File: src/rtl/iir_la_mc.sv
// Multi-channel first-order look-ahead IIR filter: two-stage shared pipeline with
// per-channel x/w/y history and selectable saturate-or-wrap output reduction.
module iir_la_mc #(
    parameter int W   = 10,
    parameter int CH  = 4,
    parameter int SAT = 1,
    localparam int CW = (CH > 1) ? $clog2(CH) : 1
) (
    input  logic                CLK_i,
    input  logic                RST_N_i,
    input  logic                CLR_i,
    input  logic                VIN_i,
    input  logic [CW-1:0]       CH_i,
    input  logic signed [W-1:0] DIN_i,
    input  logic signed [W-1:0] B0_i,
    input  logic signed [W-1:0] B1_i,
    input  logic signed [W-1:0] A1_i,
    input  logic signed [W-1:0] A1_2_i,
    output logic                VOUT_o,
    output logic [CW-1:0]       CH_o,
    output logic signed [W-1:0] DOUT_o
);

    // Three guard bits hold any sum of up to three shifted products without loss.
    localparam int SW = W + 3;
    localparam logic signed [SW-1:0] MAXV = {{(SW-W+1){1'b0}}, {(W-1){1'b1}}};
    localparam logic signed [SW-1:0] MINV = {{(SW-W+1){1'b1}}, {(W-1){1'b0}}};

    function automatic logic signed [SW-1:0] mul_sh(input logic signed [W-1:0] a,
                                                   input logic signed [W-1:0] b);
        logic signed [2*W-1:0] p;
        p = a * b;
        p = p >>> (W - 1);
        return p[SW-1:0];
    endfunction

    function automatic logic signed [W-1:0] sat_w(input logic signed [SW-1:0] v);
        logic signed [W-1:0] r;
        if ((SAT != 0) && (v > MAXV)) r = MAXV[W-1:0];
        else if ((SAT != 0) && (v < MINV)) r = MINV[W-1:0];
        else r = v[W-1:0];
        return r;
    endfunction

    logic signed [W-1:0] r_xh  [CH];
    logic signed [W-1:0] r_wh  [CH];
    logic signed [W-1:0] r_y1h [CH];
    logic signed [W-1:0] r_y2h [CH];

    logic                r_s1_v;
    logic [CW-1:0]       r_s1_ch;
    logic signed [W-1:0] r_s1_w;
    logic signed [W-1:0] r_s1_wp;
    logic                r_vout;
    logic [CW-1:0]       r_cho;
    logic signed [W-1:0] r_dout;

    logic                 w_ch_ok;
    logic                 w_acc;
    logic [CW-1:0]        w_idx;
    logic signed [SW-1:0] w_sum1;
    logic signed [W-1:0]  w_w;
    logic signed [SW-1:0] w_wext;
    logic signed [SW-1:0] w_sum2;
    logic signed [W-1:0]  w_y;

    // Out-of-range channels are steered to index 0 for reads but never accepted.
    assign w_ch_ok = ({1'b0, CH_i} < (CW+1)'(CH));
    assign w_acc   = VIN_i & w_ch_ok;
    assign w_idx   = w_ch_ok ? CH_i : {CW{1'b0}};

    assign w_sum1 = mul_sh(B0_i, DIN_i) + mul_sh(B1_i, r_xh[w_idx]);
    assign w_w    = sat_w(w_sum1);

    // y2h is already y[n-2] here even for back-to-back samples on one channel.
    assign w_wext = SW'(r_s1_w);
    assign w_sum2 = w_wext - mul_sh(A1_i, r_s1_wp) + mul_sh(A1_2_i, r_y2h[r_s1_ch]);
    assign w_y    = sat_w(w_sum2);

    // Pipeline, history and output registers; CLR_i clears everything and wins over VIN_i.
    always_ff @(posedge CLK_i or negedge RST_N_i) begin
        if (!RST_N_i) begin
            for (int i = 0; i < CH; i++) begin
                r_xh[i]  <= '0;
                r_wh[i]  <= '0;
                r_y1h[i] <= '0;
                r_y2h[i] <= '0;
            end
            r_s1_v  <= 1'b0;
            r_s1_ch <= '0;
            r_s1_w  <= '0;
            r_s1_wp <= '0;
            r_vout  <= 1'b0;
            r_cho   <= '0;
            r_dout  <= '0;
        end else if (CLR_i) begin
            for (int i = 0; i < CH; i++) begin
                r_xh[i]  <= '0;
                r_wh[i]  <= '0;
                r_y1h[i] <= '0;
                r_y2h[i] <= '0;
            end
            r_s1_v  <= 1'b0;
            r_s1_ch <= '0;
            r_s1_w  <= '0;
            r_s1_wp <= '0;
            r_vout  <= 1'b0;
            r_cho   <= '0;
            r_dout  <= '0;
        end else begin
            r_s1_v <= w_acc;
            if (w_acc) begin
                r_s1_w       <= w_w;
                r_s1_wp      <= r_wh[w_idx];
                r_s1_ch      <= CH_i;
                r_xh[w_idx]  <= DIN_i;
                r_wh[w_idx]  <= w_w;
            end
            r_vout <= r_s1_v;
            if (r_s1_v) begin
                r_dout           <= w_y;
                r_cho            <= r_s1_ch;
                r_y2h[r_s1_ch]   <= r_y1h[r_s1_ch];
                r_y1h[r_s1_ch]   <= w_y;
            end
        end
    end

    assign VOUT_o = r_vout;
    assign CH_o   = r_cho;
    assign DOUT_o = r_dout;

endmodule

File: config.mk
export PLATFORM = sky130hd
export DESIGN_NAME = iir_la_mc
export DESIGN_NICKNAME = d
export VERILOG_FILES = /design/src/rtl/iir_la_mc.sv
export SDC_FILE = /design/constraint.sdc
export NUM_CORES = 1
export LEC_CHECK = 0
export CORE_AREA = 2 2 225 227
export DETAILED_ROUTE_END_ITERATION = 16
export DIE_AREA = 0 0 227 229
export PLACE_DENSITY = 0.69
export SYNTH_ARGS = -nofsm -noshare
export SYNTH_HDL_FRONTEND = slang
export SYNTH_SLANG_ARGS = --single-unit
File: constraint.sdc
create_clock -name CLK_i -period 8.1 [get_ports CLK_i]
set_input_delay 1.62 -clock CLK_i [delete_from_list [all_inputs] [get_ports CLK_i]]
set_output_delay 1.62 -clock CLK_i [all_outputs]
set_load 0.1 [all_outputs]
# Word-level counts from Yosys, hierarchy flattened
# Index checks and enable logic that the tools add are counted.
[op_classes]
add_sub_neg = 3
n_mul = 4
div_mod_pow = 0
magnitude_cmp = 8
n_eq_ne = 0
n_shift = 0
mux = 44
n_bitwise = 2
n_reduce_logical = 4
[ops]
columns = ["op", "count"]
rows = [
  ["40-bit 2-to-1 mux", 8],
  ["10-bit 2-to-1 mux", 20],
  ["40-bit bitwise mux", 4],
  ["10-bit binary-select mux with 2-bit select", 4],
  ["10-bit by 10-bit multiplier with 20-bit output", 4],
  ["10-bit demux with 2-bit select", 2],
  ["12-bit by 11-bit adder with 13-bit output", 1],
  ["13-bit by 10-bit > comparator with 1-bit output, second input constant", 1],
  ["13-bit by 10-bit < comparator with 1-bit output, second input constant", 1],
  ["11-bit by 11-bit adder with 12-bit output", 1],
  ["12-bit by 10-bit > comparator with 1-bit output, second input constant", 1],
  ["12-bit by 10-bit < comparator with 1-bit output, second input constant", 1],
  ["10-bit by 11-bit subtractor with 12-bit output", 1],
  ["2-bit 2-to-1 mux", 4],
  ["3-bit greater-or-equal comparator, second input constant", 2],
  ["3-bit by 1-bit < comparator with 1-bit output, second input constant", 2],
  ["2-bit NOT with 3-bit output", 2],
  ["2-bit nonzero test", 2],
  ["1-bit logical AND", 2],
  ["1-bit 2-to-1 mux", 2],
]
[totals]
register_bits = 196
latchBits = 0
ramBits = 0
mem_bits_ro = 0
inputBits = 56
out_inout_bits = 13
word_cells = 88
n_memories = 0

# Depth between registers and ports, before layout
# Gate-level depths: netlist of run 1.
[logic_depth]
word_depth = 12
ltp_mapped = 37
depth_no_buf = 32

# Least setup slack after synthesis of run 1
# OpenSTA, ideal clock, no wires.
[synth_timing]
path_type = "input to register"
start = "in CH_i[0]"
end = "reg r_wh[18] in the netlist's numbering"
setup_ns = 0.126
arrival_time_ns = 9.203
required_ns = 7.974
slack_ns = -1.229
path_stages = 33
path_buffers = 4
cell_sequence = "clkbuf_1 > buf_1 > mux4_2 > clkbuf_1 > nand2_1 > fa_1 > inv_1 > fa_1 > inv_1 > fa_1 > inv_1 > fa_1 > inv_1 > fa_1 > inv_1 > ha_1 > nand3_1 > o221ai_1 > a41o_1 > a21oi_1 > nor2b_1 > nor2_1 > xnor2_1 > ha_1 > a21o_1 > a21oi_2 > o21a_4 > nor4_1 > or4b_1 > a221o_2 > buf_6 > and2_4 > a221o_1"
[synth_between]
elab_chain_cells = 12
word_cells_on_any_way = 18
classes_between = "add/sub: 1; mul: 1; order compare: 4; mux: 10; bitwise: 1; reduce/logical: 1"
[synth_lines]
columns = ["item", "line_no", "text"]
rows = [
  ["start, declared", "13", "input logic [CW-1:0] CH_i,"],
  ["2-bit NOT with 3-bit output (implied by the code) *", "72, 117", ""],
  ["10-bit binary-select mux with 2-bit select", "72", "assign w_sum1 = mul_sh(B0_i, DIN_i) + mul_sh(B1_i, r_xh[w_idx]);"],
  ["10-bit 2-to-1 mux (implied by the code) (2 in a row)", "72", ""],
  ["10-bit by 10-bit multiplier with 20-bit output", "32", "p = a * b;"],
  ["11-bit by 11-bit adder with 12-bit output", "72", ""],
  ["12-bit by 10-bit < comparator with 1-bit output", "40", "else if ((SAT != 0) && (v < MINV)) r = MINV[W-1:0];"],
  ["10-bit 2-to-1 mux", "40", ""],
  ["10-bit 2-to-1 mux", "39", "if ((SAT != 0) && (v > MAXV)) r = MAXV[W-1:0];"],
  ["40-bit bitwise mux *", "117", "r_wh[w_idx] <= w_w;"],
  ["40-bit 2-to-1 mux *", "112", "if (w_acc) begin"],
  ["40-bit 2-to-1 mux *", "96", "end else if (CLR_i) begin"],
  ["end signal, assigned by index", "117", ""],
  ["end, declared", "46", "logic signed [W-1:0] r_wh [CH];"],
]
# Every way passes the cells marked *; elsewhere a longest branch is shown, timed or not. The select of a mux whose other input is x is not followed.
# A chain may end at the register's enable or synchronous reset.

# Worst setup path after layout of run 1
[layout_timing]
start = "in A1_2_i[5]"
end = "reg r_y1h[31] in the netlist's numbering"
[layout_between]
elab_chain_cells = 8
word_cells_on_any_way = 9
classes_between = "add/sub: 1; mul: 1; order compare: 2; mux: 5"
[layout_lines]
columns = ["item", "line_no", "text"]
rows = [
  ["start, declared", "18", "input logic signed [W-1:0] A1_2_i,"],
  ["10-bit by 10-bit multiplier with 20-bit output *", "32", ""],
  ["12-bit by 11-bit adder with 13-bit output *", "77", "assign w_sum2 = w_wext - mul_sh(A1_i, r_s1_wp) + mul_sh(A1_2_i, r_y2h[r_s1_ch]);"],
  ["13-bit by 10-bit < comparator with 1-bit output", "40", ""],
  ["10-bit 2-to-1 mux", "40", ""],
  ["10-bit 2-to-1 mux *", "39", ""],
  ["40-bit bitwise mux *", "124", "r_y1h[r_s1_ch] <= w_y;"],
  ["40-bit 2-to-1 mux *", "120", "if (r_s1_v) begin"],
  ["40-bit 2-to-1 mux *", "96", ""],
  ["end signal, assigned by index", "124", ""],
  ["end, declared", "47", "logic signed [W-1:0] r_y1h [CH];"],
]
# Marks and branches as above.

==> results.py, run 1 <==
metrics = {
    "yosys": {
        "synth_top_family_by_area": "adder cells",
        "synth_cell_types": 72,
        "synthAdderAreaFrac_pct": 41.0,
        "syn-num-nets": 3091,
        "ys_async_sr_fraction_pct": 100,
        "synth_top_area_share_pct": 30.4,
        "yosys.area_share.xor_xnor_pct": 2.97,
        "ys_seq_area_share_pct": 20.0,
        "synth-simple-area-share_pct": 12.9,
        "synth_mux_area_share_pct": 3.32,
        "synth-edff-count": 0,
        "ys_seq_elements": 196,
        "postSynthAreaPerCell_um2": 9.97,
        "synth_flop_cell": "dfrtp_1",
        "yosysWarnings": 0,
        "synthTopCellsByArea": "fa_1 (30%), dfrtp_1 (20%), ha_1 (11%), inv_1 (7.0%), and2_1 (4.4%)",
        "synthCells": 2455,
        "yosysTopAreaCell": "fa_1",
        "synth_compound_area_share_pct": 10.6,
        "netlist_area_mm2": 0.0245,
    },
    "timing": {
        "worst_pin_slew_ns": 1.17,
        "finalCriticalPeriod_ns": 8.69,
        "fin_crit_sh_pct": 107,
        "rsz0062_at_grt": "yes",
        "fin_skew_ns": 0.0156,
        "worst_slack_ns": -0.589,
        "hold_ws_ns": 0.490,
        "drv_slew": 0,
        "fmax_ghz": 0.115,
        "report.final.hold_viol_count": 0,
        "setup_viol": 95,
        "relSlewSlack_pct": 21.2,
    },
    "setup_path": {
        "path_common_cell": "fa_1",
        "worstPathRequired_ns": 8.42,
        "cpPeakStageDelay_ns": 0.55,
        "crit_type": "in -> reg",
        "crit_family": "adder cells",
        "rrSetupSlack_ns": -0.52,
        "endpoint_kind": "flop",
        "critPathSlowestCell": "or4_4",
        "rr_worst_depth": 34,
        "startpoint": "A1_2_i[5]",
        "cp.arrival_ns": 9.01,
        "critPathMaxFanout": 5,
        "start_kind": "primary input",
        "cp.depth": 33,
        "r2r-start": "r_s1_ch[0]",
        "critical_path_buf_inv_count": 11,
    },
    "clocking": {
        "clkSinkCount": 196,
        "cts_buffers": 17,
        "ctsHtreeMaxLevel": 4,
        "holdBufCountCts": 0,
        "clkLatencyLatePin_ns": 0.45,
        "cts_root_buffer": "clkbuf_16",
        "clk_pin_slew_ns": 0.08,
        "clock_tree.buffer_depth": 2,
        "cts_tree": "built",
    },
    "drt": {
        "drt_iter0_markers": 1016,
        "wirelength_um": 61700,
        "wl_per_cell_um": 17.5,
        "vias": 19100,
        "viasPerCell": 5.43,
        "drt_first_pass_iters": 5,
        "drc": 0,
        "drtAntennaViolNets": 0,
    },
    "global_routing": {
        "grt_remaining_overflow": 0,
        "grt_start_max_net_pins": 122,
        "antenna_found_initial": 1,
        "track_usage_pct": 24.8,
        "grt_pass1_wl_um": 103000,
        "grt_pass1_vias": 21100,
    },
    "floorplan": {
        "die_h_um": 229,
        "io-pin-count": 69,
        "start_util_pct": 49.3,
        "fp.dieArea_mm2": 0.0520,
        "fp.coreArea_mm2": 0.0497,
        "die_w_um": 227,
        "rows": 82,
    },
    "run_status": {
        "violations": "setup timing",
        "outcome": "finished with violations",
    },
    "final_layout": {
        "num-nets-final": 3468,
        "drive_above_1_share_pct": 26.0,
        "area_growth_pct": 25.6,
        "finalNonFillerCells": 3517,
        "fillers": 4014,
        "diodes": 0,
    },
    "placed_design": {
        "port_buffers": 68,
        "dp.cells": 3427,
        "hpwl_um": 48300,
        "gp_congestion": 0.883,
    },
    "hold_path": {
        "min-delay-start": "r_y1h[19]",
        "min_path_type": "reg -> reg",
        "hold_path_depth": 2,
    },
    "run": {
        "drv_cap": 0,
    },
}
## through the flow
| step | instance area [um2] | setup WS [ns] | util, % | TNS [ns] |
|---|---|---|---|---|
| 2_1_floorplan | 24900 | -0.610 | - | -39.14 |
| 3_3_place_gp | 28500 | -1.29 | 57.3 | -112.37 |
| 3_5_place_dp | 28500 | -1.42 | 57.3 | -124.50 |
| 4_1_cts | 30200 | -0.506 | 60.7 | -36.91 |
| 5_1_grt | 30800 | -0.798 | 61.9 | -62.64 |
| 6_report | 30800 | -0.589 | 61.9 | -38.85 |
## Yosys cell counts (21+ instances only)
master / count
dfrtp_1: 196
a21oi_1: 41
nor2_1: 96
buf_1: 21
inv_1: 455
nand2_1: 263
mux4_2: 28
and2_1: 171
clkbuf_1: 83
o21ai_0: 43
a22o_1: 76
a221o_1: 48
nand2b_1: 24
ha_1: 208
fa_1: 372
xnor2_1: 65
## routing by layer
layer,global-route usage [%],routed length (um),up-vias
li1,-,-,8643
met1,30.9,24600,9767
met2,44.8,32600,551
met3,2.22,2520,133
met4,8.88,2020,2
met5,0,13,-
## sequential cells by signal, indices dropped and copies added, names as in the netlist
register	count
r_y2h	40
r_s1_wp	10
VOUT_o	1
DOUT_o	10
r_wh	40
r_s1_v	1
r_s1_ch	2
r_s1_w	10
CH_o	2
r_xh	40
r_y1h	40
## cell usage in the layout (no fill, tap or decap), drive strengths merged, types with 28 or more instances in the layout
cell type	synthesis	final
a21oi	42	42
a221o	49	50
a22o	76	76
and2	178	178
buf	27	421
clkdlybuf4s50	0	32
dfrtp	196	196
fa	372	372
ha	208	208
inv	455	462
mux4	28	28
nand2	263	263
nor2	96	96
o21ai	49	49
xnor2	65	65
## cell families (layout without fill, tap and decap cells)
logic type               count (synthesis)  count (layout)
flip-flops                             196             196
adder cells (fa/ha/maj)                580             580
AND/OR/NAND/NOR                        650             650
buffers and inverters                  571             960
multiplexers                            46              46
XOR/XNOR                                83              83
AO/OA/AOI/OAI                          329             330
## final timing paths
kind                              to
max                        r_y1h[31]
min                        r_y1h[19]
max reg2reg                r_y1h[31]
min reg2reg                r_y1h[19]
max in group asynchronous   r_xh[26]
min in group asynchronous  r_y1h[11]
## repair_timing
item | CTS | global route
endpoints found under the setup margin | 100 | 100
setup buffers | 38 | 23
gates cloned | 4 | 1
pin swaps | 133 | 86
gates resized for setup | 265 | 108
## final cells by class
cell class | instances | area (um2) | share of cell area [%]
Tap cell | 672 | 841 | 2.73
Multi-Input combinational cell | 1689 | 18700 | 60.9
Sequential cell | 196 | 4900 | 15.9
Clock buffer | 18 | 429 | 1.40
Timing Repair Buffer | 473 | 3960 | 12.9
Inverter | 455 | 1710 | 5.55
Clock inverter | 14 | 189 | 0.614
## tightest hold or removal path, stage by stage, from the launching register on
cell,delay [ns]
dfrtp_1,0.35
nand2_1,0.06
o21ai_2,0.05
Power of run 1 is not shown: default switching activity piles up to over one toggle a cycle in this logic, so the estimate is an artifact.
==> run 2, diff against run 1 <==
PLACE_DENSITY = 0.79   (was 0.69)
==> run 2 against run 1 <==
Compared with the run above: the flow still finishes with violations (setup timing); core utilization rose by 0.50 points; global-route usage rose by 0.41 points; worst setup slack got worse by 0.0076 ns; register-to-register slack worse by 0.02 ns; critical endpoint is now DOUT_o[7]; critical path depth fell by 3; largest cell class unchanged; sequential cell count unchanged.
==> results.py, run 2 (synthesis results as in run 1) <==
metrics = {
    "global_routing": {
        "grt_remaining_overflow": 0,
        "grt_pass1_vias": 21400,
        "track_usage_pct": 25.2,
        "grt_start_max_net_pins": 133,
        "grt_pass1_wl_um": 106000,
        "antenna_found_initial": 1,
    },
    "run_status": {
        "violations": "setup timing",
        "outcome": "finished with violations",
    },
    "timing": {
        "fin_skew_ns": 0.0158,
        "report.final.hold_viol_count": 0,
        "worst_pin_slew_ns": 1.18,
        "fin_crit_sh_pct": 107,
        "rsz0062_at_grt": "yes",
        "worst_slack_ns": -0.596,
        "fmax_ghz": 0.115,
        "hold_ws_ns": 0.502,
        "drv_slew": 0,
        "finalCriticalPeriod_ns": 8.70,
        "relSlewSlack_pct": 21.5,
        "setup_viol": 95,
    },
    "setup_path": {
        "worstPathRequired_ns": 8.45,
        "crit_family": "adder cells",
        "startpoint": "A1_2_i[3]",
        "critical_path_buf_inv_count": 8,
        "cpPeakStageDelay_ns": 0.56,
        "critPathSlowestCell": "fa_1",
        "endpoint_kind": "flop",
        "path_common_cell": "fa_1",
        "critPathMaxFanout": 9,
        "crit_type": "in -> reg",
        "cp.arrival_ns": 9.04,
        "start_kind": "primary input",
        "r2r-start": "r_s1_ch[0]",
    },
    "drt": {
        "drc": 0,
        "wl_per_cell_um": 18.7,
        "drtAntennaViolNets": 0,
        "drt_first_pass_iters": 7,
        "wirelength_um": 65600,
        "vias": 19700,
        "drt_iter0_markers": 1717,
        "viasPerCell": 5.61,
    },
    "run": {
        "drv_cap": 0,
    },
    "placed_design": {
        "hpwl_um": 48500,
        "port_buffers": 68,
        "placed_cell_area_mm2": 0.0284,
        "gp_congestion": 0.890,
    },
    "final_layout": {
        "drive_above_1_share_pct": 27.6,
        "final_common_cell": "inv_1",
        "seq_area_mm2": 0.00490,
        "stdcell_area_mm2": 0.0310,
        "num-nets-final": 3460,
        "final_cell_mix": "inv_1 (422), fa_1 (356), buf_4 (348)",
        "multiInputGateArea_mm2": 0.0190,
        "area_growth_pct": 26.6,
        "fillers": 3697,
    },
    "clocking": {
        "clkLatencyLatePin_ns": 0.45,
        "clock_tree.buffer_depth": 2,
        "ctsHtreeMaxLevel": 4,
        "cts_root_buffer": "clkbuf_16",
        "clk_pin_slew_ns": 0.09,
        "cts_tree": "built",
        "cts_buffers": 17,
        "holdBufCountCts": 0,
        "clkSinkCount": 196,
    },
    "floorplan": {
        "die_w_um": 227,
        "fp.coreArea_mm2": 0.0497,
        "io-pin-count": 69,
        "start_util_pct": 49.3,
        "die_h_um": 229,
        "rows": 82,
        "fp.dieArea_mm2": 0.0520,
    },
    "hold_path": {
        "min_path_type": "reg -> reg",
        "min-delay-start": "r_xh[16]",
    },
}
-- run 2: worst paths after layout --
kind,slack [ns],end,cells after the start
worst max-delay path,-0.60,DOUT_o[7],30
min in group asynchronous,1.33,r_y2h[32],1
worst min register to register,0.50,r_xh[16],1
worst min-delay path,0.50,r_xh[16],1
max in group asynchronous,5.32,r_s1_w[5],2
worst max register to register,-0.54,DOUT_o[7],32
-- run 2: through the flow --
step           TNS [ns]  utilization [%]  instances  setup slack (ns)
6_report         -43.13             62.4       3510            -0.596
5_1_grt          -61.97             62.4       3509            -0.876
4_1_cts          -39.45             60.3       3484            -0.633
3_5_place_dp    -139.04             57.2       3418             -1.56
3_3_place_gp    -118.07             57.2       3418             -1.31
2_1_floorplan    -39.14                -       2455            -0.610
-- run 2: layout make-up --
type | instances | area share [%]
multi-input combinational | 1690 | 61.2
sequential | 196 | 15.8
timing repair buffer | 464 | 12.7
inverter | 455 | 5.51
tap | 672 | 2.71
clock buffer | 17 | 1.37
clock inverter | 15 | 0.650
antenna | 1 | 0.00807
-- run 2: what timing repair did --
item                       in CTS  in global routing
setup buffers                  31                 28
setup endpoints to repair     100                100
hold endpoints to repair        0                  0
resized for setup             210                237
gates cloned                    6                  0
pin swaps                     114                176
-- run 2: metal layers --
layer	up-vias	track usage (%)	wire length [um]
met5	-	0	0
met3	215	3.50	3990
met4	0	11.0	2770
met2	829	45.6	35100
met1	10000	29.8	23700
li1	8628	-	-
Power of run 2 is left out for the same reason.
